## src/rtl/mux_arb_reg.sv

```systemverilog
// N-channel registered mux with direct/round-robin/fixed-priority arbitration and one output register.
// Latency: one edge from input transfer to out_valid_o; in_ready_o all low while the held beat is stalled.
module mux_arb_reg #(
  parameter int WIDTH    = 4,
  parameter int CHANNELS = 4
) (
  input  logic                         clk,
  input  logic                         rst_n,
  input  logic [1:0]                   mode_i,
  input  logic [$clog2(CHANNELS)-1:0]  sel_i,
  input  logic [CHANNELS-1:0]          in_valid_i,
  input  logic [CHANNELS*WIDTH-1:0]    in_data_i,
  output logic [CHANNELS-1:0]          in_ready_o,
  output logic                         out_valid_o,
  output logic [WIDTH-1:0]             out_data_o,
  output logic [$clog2(CHANNELS)-1:0]  out_ch_o,
  input  logic                         out_ready_i
);

  localparam int SELW = $clog2(CHANNELS);

  typedef enum logic [1:0] {
    MODE_DIRECT = 2'd0,
    MODE_RR     = 2'd1,
    MODE_PRIO   = 2'd2
  } mode_e;

  logic              vld_q, vld_d;
  logic [WIDTH-1:0]  dat_q, dat_d;
  logic [SELW-1:0]   ch_q, ch_d;
  logic [SELW-1:0]   rr_q, rr_d;

  logic              load;
  logic              gnt_vld;
  logic [SELW-1:0]   gnt_idx;
  logic [WIDTH-1:0]  gnt_dat;
  int                rr_idx;

  function automatic logic bit_of(input logic [CHANNELS-1:0] v, input int idx);
    return |(v & (CHANNELS'(1) << idx));
  endfunction

  assign load = !vld_q || out_ready_i;

  // Grant is purely a function of current requests; mode 3 falls through to fixed priority.
  always_comb begin
    gnt_vld = 1'b0;
    gnt_idx = '0;
    rr_idx  = 0;
    case (mode_i)
      MODE_DIRECT: begin
        if (int'(sel_i) < CHANNELS && bit_of(in_valid_i, int'(sel_i))) begin
          gnt_vld = 1'b1;
          gnt_idx = sel_i;
        end
      end
      MODE_RR: begin
        for (int k = 1; k <= CHANNELS; k++) begin
          rr_idx = (int'(rr_q) + k) % CHANNELS;
          if (!gnt_vld && bit_of(in_valid_i, rr_idx)) begin
            gnt_vld = 1'b1;
            gnt_idx = SELW'(rr_idx);
          end
        end
      end
      default: begin
        for (int i = CHANNELS - 1; i >= 0; i--) begin
          if (bit_of(in_valid_i, i)) begin
            gnt_vld = 1'b1;
            gnt_idx = SELW'(i);
          end
        end
      end
    endcase
  end

  always_comb begin
    gnt_dat = '0;
    for (int i = 0; i < CHANNELS; i++) begin
      if (gnt_idx == SELW'(i)) gnt_dat = in_data_i[i*WIDTH +: WIDTH];
    end
  end

  assign in_ready_o = (load && gnt_vld) ? (CHANNELS'(1) << gnt_idx) : '0;

  always_comb begin
    vld_d = vld_q;
    dat_d = dat_q;
    ch_d  = ch_q;
    rr_d  = rr_q;
    if (load && gnt_vld) begin
      vld_d = 1'b1;
      dat_d = gnt_dat;
      ch_d  = gnt_idx;
      rr_d  = gnt_idx;
    end else if (out_ready_i) begin
      vld_d = 1'b0;
    end
  end

  always_ff @(posedge clk or negedge rst_n) begin
    if (!rst_n) begin
      vld_q <= 1'b0;
      dat_q <= '0;
      ch_q  <= '0;
      rr_q  <= SELW'(CHANNELS - 1);
    end else begin
      vld_q <= vld_d;
      dat_q <= dat_d;
      ch_q  <= ch_d;
      rr_q  <= rr_d;
    end
  end

  assign out_valid_o = vld_q;
  assign out_data_o  = dat_q;
  assign out_ch_o    = ch_q;

endmodule

```

## config.mk

```make
export PLATFORM = sky130hd
export DESIGN_NAME = mux_arb_reg
export DESIGN_NICKNAME = d
export VERILOG_FILES = /design/src/rtl/mux_arb_reg.sv
export SDC_FILE = /design/constraint.sdc
export NUM_CORES = 1
export LEC_CHECK = 0
export CAP_MARGIN = 20
export CORE_AREA = 2 2 48 61
export CTS_BUF_LIST = sky130_fd_sc_hd__clkbuf_4 sky130_fd_sc_hd__clkbuf_8
export DETAILED_ROUTE_END_ITERATION = 6
export DIE_AREA = 0 0 50 63
export HOLD_SLACK_MARGIN = 0.08
export PLACE_DENSITY = 0.76
export SKIP_LAST_GASP = 1
export SLEW_MARGIN = 0
export SYNTH_ARGS = -nofsm -noshare
export SYNTH_HDL_FRONTEND = slang
export SYNTH_SLANG_ARGS = --single-unit
```

## constraint.sdc

```tcl
create_clock -name clk -period 4.04 [get_ports clk]
set_input_delay 1.01 -clock clk [delete_from_list [all_inputs] [get_ports clk]]
set_output_delay 1.01 -clock clk [all_outputs]
set_load 0.02 [all_outputs]
```

# --- Word level (Yosys, flattened, before mapping) ---
# Index checks and enable logic that the tools add are counted.
word_totals:
  n_memories: 0
  mem_bits_ro: 0
  out_inout_bits: 11
  elab_cells: 78
  input_bits: 27
  ram_bits: 0
  latch_bits: 0
  regBits: 9
op_classes:
  reduce_logical: 21
  n_div: 0
  bitwise_logic: 9
  n_mul: 0
  n_addsub: 4
  muxes: 30
  eq_ne: 4
  n_shift: 6
  n_lt_le_gt_ge: 0
ops:
  columns: ["operator", "count"]
  rows:
  - ["$shl 1x32->4 const A", 4]
  - ["$and 4x4->4", 5]
  - ["$mux 4", 5]
  - ["$reduce_or 4->1", 5]
  - ["$mux 2", 9]
  - ["$mux 1", 14]
  - ["$reduce_or 2->1", 4]
  - ["$shl 1x2->4 const A", 2]
  - ["$add 2x1->2 const B", 2]
  - ["$add 2x2->2 const B", 2]
  - ["$and 1x1->1 const A", 4]
  - ["$eq 2x1->1 const B", 2]
  - ["$eq 2x2->1 const B", 2]
  - ["$logic_and 1x1->1", 4]
  - ["$logic_not 1->1", 4]
  - ["$logic_not 2->1", 2]
  - ["$pmux 2 s2", 1]
  - ["$pmux 1 s2", 1]
  - ["$reduce_bool 2->1", 1]
  - ["$logic_or 1x1->1", 1]

# --- Logic depth before layout (Yosys ltp) ---
# Gate-level depths: netlist of the first run.
logic_depth:
  word_depth: 25
  ltp_mapped: 9
  ltp_nobuf: 8

# --- Worst setup path before layout of the first run ---
# No wires, ideal clock.
synth_timing:
  kind: "input -> output"
  startpoint: "in in_valid_i[1]"
  endpoint: "out in_ready_o[3]"
  stages: 7
  arrival_ps: 2580
  slack_ps: 450
  n_path_buf: 2
  required_time_ps: 3030
  cell_sequence: "buf_2 a22o_1 or2_1 o311a_4 and2_4 buf_6 and3b_1"
synth_between:
  elab_chain_len: 18
  elab_cells_between_ends: 38
  cone_classes: "shift (1); mux (20); bitwise (5); reduce/logical (12)"
synth_lines:
  columns: ["item", "line_no", "source"]
  rows:
  - ["start: declaration", "11", "input logic [CHANNELS-1:0] in_valid_i,"]
  - ["$and 4x4->4", "40", "return |(v & (CHANNELS'(1) << idx));"]
  - ["$reduce_or 4->1", "40", null]
  - ["$mux 1", "60", "if (!gnt_vld && bit_of(in_valid_i, rr_idx)) begin"]
  - ["$mux 1", "50", "case (mode_i)"]
  - ["$logic_not 1->1", "60", null]
  - ["$logic_and 1x1->1", "60", null]
  - ["$mux 1", "60", null]
  - ["$mux 1", "50", null]
  - ["[2 not listed]", null, null]
  - ["$mux 1", "60", null]
  - ["$mux 1", "50", null]
  - ["$logic_not 1->1", "60", null]
  - ["$logic_and 1x1->1", "60", null]
  - ["$mux 2 / $mux 1 (equally long branches)", "60", null]
  - ["$pmux 2 s2 / $pmux 1 s2 (equally long branches)", "50", null]
  - ["$shl 1x2->4 / $logic_and 1x1->1 (equally long branches)", "84", "assign in_ready_o = (load && gnt_vld) ? (CHANNELS'(1) << gnt_idx) : '0;"]
  - ["$mux 4 (*)", "84", null]
  - ["end: declaration", "13", "output logic [CHANNELS-1:0] in_ready_o,"]
# Every way passes the cells marked *; elsewhere a longest branch is shown, timed or not. The select of a mux whose other input is x is not followed.

# --- Worst setup path in the final report of the first run ---
layout_timing:
  startpoint: "in mode_i[1]"
  endpoint: "out in_ready_o[2]"
layout_between:
  elab_chain_len: 4
  elab_cells_between_ends: 7
  cone_classes: "eq/ne (1); shift (1); mux (3); reduce/logical (2)"
layout_lines:
  columns: ["item", "line_no", "source"]
  rows:
  - ["start: declaration", "9", "input logic [1:0] mode_i,"]
  - ["$eq 2x1->1 / $logic_not 2->1 (equally long branches)", "50", null]
  - ["$pmux 2 s2 / $pmux 1 s2 (equally long branches)", "50", null]
  - ["$shl 1x2->4 / $logic_and 1x1->1 (equally long branches)", "84", null]
  - ["$mux 4 (*)", "84", null]
# Every way passes the cells marked *; elsewhere a longest branch is shown, timed or not.

==> out/metrics.cfg, run 1 <==
[synthesis]
synthAdderAreaFrac=0.05168
synth_top_family_by_area=compound AO/OA/AOI/OAI gates
synth-simple-area-share=0.1899
syn_avg_cell_area_um2=8.967
synthCells=108
synth_area_um2=968.4
yosysWarnings=0
syn_nets=139
yosys.area.top_type_share=0.1809
synth-compound-area-share=0.4018
synth.mux.area_fraction=0.06202
synth-edff-count=0
ys_seq_area_frac=0.2351
ys_ff_latch=9
synthDistinctLibCells=39
synth_top_cell_by_area=dfrtp_1
synth_area_leaders=dfrtp_1 18%, a22o_1 7.2%, mux2i_1 6.2%
synth_xor_area_frac=0
ys_async_sr_fraction=1.000
synth_ff_type=dfrtp_1

[clock_tree]
clock-root-buffer=clkbuf_4
cts_max_level=1
cts_sinks=9
cts_tree=done
path_clk_slew_ps=60
clkLatencyLatePin_ps=260
cts_hold_buf=0
cts_buffer_depth=2
numCtsBuffers=3

[timing]
period_share=0.9443
rsz0062_at_grt=no
slew_violations=0
period_needed_ps=3815
skew_ps=2.995
fmax_mhz=262.1
relSlewSlack=0.7300
hold_viol_final=0
setup_violations=0
tightest_slew_ps=403.8
worst_slack_ps=224.9

[cells_and_area]
final_cell_mix=29 x clkdlybuf4s50_1, 26 x buf_4, 10 x nor2_1
drive_gt1_frac=0.2824
layout_commonest_cell=clkdlybuf4s50_1
layout.cells.non_filler=204
fillers=214
antenna_cells=0
synthToLayoutAreaGrowth_pct=61.50
fin_util=0.6013
fin_nets=202

[critical_path]
crit_arrival_ps=2810
critPathKind=primary input to primary output
endpoint_kind=primary output
crit_chain=clkdlybuf4s50_1, buf_4, nor3b_1, o21ai_0, o21ai_0, a211o_2, buf_4, and3_1, buf_2
crit_family=buffers and inverters
slowest_delay_ps=460
critPathSlowestCell=clkdlybuf4s50_1
worstSetupStartpointType=primary input
cp.required_ps=3030
crit_fanout=5
path_buf_inv=4

[place]
place_inst=197
place_ws_ps=-397.7
gp_congestion=0.8748
numPortBuffers=37
dp_hpwl_um=2387

[floorplanning]
rows=21
die_w_um=50
die_area_um2=3150
io_pins=38
initial_utilization=0.3723
die_y_um=63
core_um2=2601

[run]
drv_cap=0

[route]
postRouteAntennaNets=0
drc=0
vias=1134
wl_met1_um=1095
route.met3.wl_um=207
wl_met2_um=1579
drt_iter0_drc=13
dr.max_layer_used=met4
viasPerCell=5.559
wl_per_cell_um=14.28
drtPass1Iterations=4
routed_wl_um=2914

[power_and_ir_drop]
p_per_area_nw_per_um2=484.6
p_leak_nw=0.6926
vdd_drop_max_mv=0.3579

[global_route]
gr-total-overflow=0
grt_pass1_vias=1128
grt_max_degree=10
gr-usage-all-layers=0.1876
grt_pass1_wl_um=4726
antenna_found_initial=0

[hold_path]
hp-class=flip-flop to flip-flop

[run_status]
status=finished clean

worst reg2reg max path, cell delays in order, from the launching register on:
cell and delay, ps:
dfstp_2 580, inv_1 70, ha_1 250, a22o_1 260, buf_4 140, nor2_1 130, a41oi_2 140, o311a_1 330
buf_4 160, buf_4 160, and2_4 180, a221oi_1 260
logic make-up after synthesis:
group | count (synthesis)
AOI/OAI and AO/OA | 45
DFF | 9
and+or+nand+nor | 34
adders and majority gates | 4
muxes | 6
buffers and inverters | 10
final cells by class:
type / instances / area, um2 / share of cell area
Sequential cell: 9 / 227.7 / 0.1456
Multi-Input combinational cell: 89 / 693.2 / 0.4432
Timing Repair Buffer: 64 / 555.5 / 0.3552
Inverter: 4 / 15.01 / 0.009600
Tap cell: 34 / 42.54 / 0.02720
Clock buffer: 4 / 30.03 / 0.01920
path summary, 6_finish.rpt:
| path | from | to | slack, ps | depth (start not counted) |
|---|---|---|---|---|
| min reg2reg | out_ch_o[0] | out_ch_o[0] | 490 | 1 |
| max reg2reg | rr_q[1] | out_data_o[0] | 1280 | 11 |
| min in group asynchronous | rst_n | out_data_o[2] | 1040 | 1 |
| max in group asynchronous | rst_n | rr_q[0] | 2680 | 1 |
| min | out_ch_o[0] | out_ch_o[0] | 490 | 1 |
| max | mode_i[1] | in_ready_o[2] | 220 | 9 |
synthesized netlist by cell type (all sizes together), types with 4 or more instances:
master / n
mux2i: 6
a22oi: 4
o211ai: 4
nor2: 12
a221oi: 4
a21boi: 4
inv: 4
a22o: 8
a211oi: 4
nand2: 6
dfrtp: 7
buf: 6
ha: 4
o21a: 5
o21ai: 4
timing repair:
action,CTS,global route
pin swaps,1,5
resized for setup,19,3
gates cloned,0,0
buffers inserted,2,1
endpoints found under the setup margin,4,4
flip-flops by register name (all words and copies together), names as in the netlist:
register	cells
out_data_o	4
out_ch_o	2
rr_q	2
out_valid_o	1
metrics by stage:
stage               hold WS [ps]  setup TNS (ps)  area, um2  power, mW
global placement           473.8           -1400       1519     0.6627
detailed placement         488.3           -1486       1519     0.6716
global route               519.5               0       1564     0.8088
finish                     492.7               0       1564     0.7580
CTS                        501.6          -78.78       1555     0.7574
floorplan                  552.6               0      968.4     0.4667
report_power, final:
group	switching [mW]	internal, mW	total, mW
registers	0.0251	0.132	0.157
logic	0.263	0.263	0.526
clock network	0.0299	0.0447	0.0746
total	0.318	0.440	0.758
routing by layer:
layer,vias up,track usage
met4,0,0.05208
li1,543,-
met2,50,0.3569
met1,537,0.2003
met3,4,0.03828
met5,-,0
(Power assumes the default switching activity.)
==> run 2, diff against run 1 <==
--- a/config.mk
+++ b/config.mk
@@ -6,12 +6,12 @@
 export NUM_CORES = 1
 export LEC_CHECK = 0
 export CAP_MARGIN = 20
-export CORE_AREA = 2 2 48 61
+export CORE_AREA = 2 2 46 59
 export CTS_BUF_LIST = sky130_fd_sc_hd__clkbuf_4 sky130_fd_sc_hd__clkbuf_8
 export DETAILED_ROUTE_END_ITERATION = 6
-export DIE_AREA = 0 0 50 63
+export DIE_AREA = 0 0 48 61
 export HOLD_SLACK_MARGIN = 0.08
-export PLACE_DENSITY = 0.76
+export PLACE_DENSITY = 0.81
 export SKIP_LAST_GASP = 1
 export SLEW_MARGIN = 0
 export SYNTH_ARGS = -nofsm -noshare
==> run 2 against run 1 <==
Sequential share of layout area is 0.54 points higher. Sequential power is 5% higher. Non-clock buffer count is 7 lower. Cell area is 3.6% lower. Critical path type unchanged.
==> out/metrics.cfg, run 2 (synthesis gave the netlist of run 1 again) <==
[run_status]
status=finished clean

[critical_path]
worstSetupStartpointType=primary input
crit_chain=dlygate4sd2_1, a22o_1, nor2_1, a41oi_1, o311a_1, and3_1, dlygate4sd2_1
path_buf_inv=2
critPathSlowestCell=o311a_1
crit_fanout=7
endpoint_kind=primary output
crit_arrival_ps=2980
crit_family=compound AO/OA/AOI/OAI gates
cpMostUsedCell=dlygate4sd2_1
critPathKind=primary input to primary output
slowest_delay_ps=410
cp.required_ps=3030

[cells_and_area]
fin_nets=195
drive_gt1_frac=0.2331
fillers=212
largest_register_ffs=4
regArea_um2=227.7
multi_input_area_um2=690.7
final_cell_mix=28 x clkdlybuf4s50_1, 20 x buf_4, 11 x nor2_1
layout_commonest_cell=clkdlybuf4s50_1
synthToLayoutAreaGrowth_pct=55.69
antenna_cells=0

[floorplanning]
core_um2=2377
die_w_um=48
rows=20
die_y_um=61
initial_utilization=0.4074
die_area_um2=2928
io_pins=38

[clock_tree]
cts_sinks=9
path_clk_slew_ps=70
cts_max_level=1
numCtsBuffers=3
cts_buffer_depth=2
clkLatencyLatePin_ps=260
clock-root-buffer=clkbuf_4
cts_tree=done

[route]
vias=1090
viasPerCell=5.561
drc=0
routed_wl_um=3022
drtPass1Iterations=4
postRouteAntennaNets=0
wl_per_cell_um=15.42
drt_iter0_drc=22

[global_route]
gr-usage-all-layers=0.2235
gr-total-overflow=0
antenna_found_initial=0
grt_max_degree=11
grt_pass1_wl_um=4712
grt_pass1_vias=1123

[power_and_ir_drop]
p_sw_mw=0.3231
vdd_drop_max_mv=0.3691
internal_power_mw=0.4177
p_sw_frac=0.4361
p_per_area_nw_per_um2=491.3
p_seq_frac=0.222
p_leak_nw=0.6687
pwr-share-clk=0.098
p_comb_frac=0.680

[timing]
setup_violations=0
slew_violations=0
period_share=0.9865
skew_ps=2.857
hold_ws_ps=496.8
relSlewSlack=0.7169
rsz0062_at_grt=no
worst_slack_ps=54.71
tightest_slew_ps=423.4
hold_viol_final=0
period_needed_ps=3985
fmax_mhz=250.9

[place]
place_ws_ps=-474.1
gp_congestion=0.9108
dp_hpwl_um=2419
numPortBuffers=37

[hold_path]
hp-class=flip-flop to flip-flop

[run]
drv_cap=0

-- run 2: cell types whose count changed in the layout (fill, tap and decap cells not counted), moves of 2 or more --
cell,before,now
buf_2,3,0
buf_4,26,20
dlygate4sd2_1,3,6
o21ai_0,4,2
o21ai_1,0,2
-- run 2: power by group through the flow --
stage	combinational, mW	clock, mW	sequential, mW
4_1_cts	0.498	0.0721	0.164
6_report	0.504	0.0724	0.165
2_1_floorplan	0.272	0	0.194
5_1_grt	0.538	0.0769	0.169
3_3_place_gp	0.490	0	0.164
3_5_place_dp	0.500	0	0.163
-- run 2: cell type report --
cell class | count | area share
flip-flops and latches | 9 | 0.1510
repair buffers | 57 | 0.3353
clock inverters | 1 | 0.003319
clock buffers | 3 | 0.01494
well taps | 33 | 0.02739
multi-input cells | 89 | 0.4581
inverters | 4 | 0.009958
-- run 2: metrics by stage --
step,utilization,instance area [um2],setup TNS (ps),instances,power [mW]
5_1_grt,0.6342,1508,0,196,0.7840
3_3_place_gp,0.6226,1480,-1713,191,0.6537
4_1_cts,0.6342,1508,0,196,0.7345
6_report,0.6342,1508,0,196,0.7408
2_1_floorplan,-,968.4,0,108,0.4667
3_5_place_dp,0.6226,1480,-1867,191,0.6630
-- run 2: worst register-to-register path: cells and delay by family, from the launching register on --
family | cells | cell delay (ps)
buffers and inverters | 2 | 290
and+or+nand+nor | 2 | 380
AOI/OAI and AO/OA | 4 | 1140
DFF | 1 | 610
adders and majority gates | 1 | 280
-- run 2: timing repair --
item | 4_1_cts | 5_1_grt
endpoints found under the setup margin | 4 | 4
hold buffers | 0 | 0
pin swaps | 1 | 3
gates resized for setup | 9 | 8
setup buffers | 1 | 0
-- run 2: routing by layer --
metal	wire, um	track usage	up-vias
met2	1656	0.4400	44
met5	0	0	-
met3	163	0.02976	2
li1	-	-	531
met1	1191	0.2390	513
met4	10	0.04633	0
-- run 2: worst paths after layout --
check / start / end / slack [ps] / cells past startpoint
min reg2reg: out_ch_o[1] / out_ch_o[1] / 500 / 1
min: out_ch_o[1] / out_ch_o[1] / 500 / 1
max: in_valid_i[1] / in_ready_o[2] / 50 / 7
min in group asynchronous: rst_n / out_data_o[0] / 1050 / 1
max reg2reg: rr_q[0] / out_data_o[0] / 1230 / 9
max in group asynchronous: rst_n / rr_q[1] / 2660 / 1
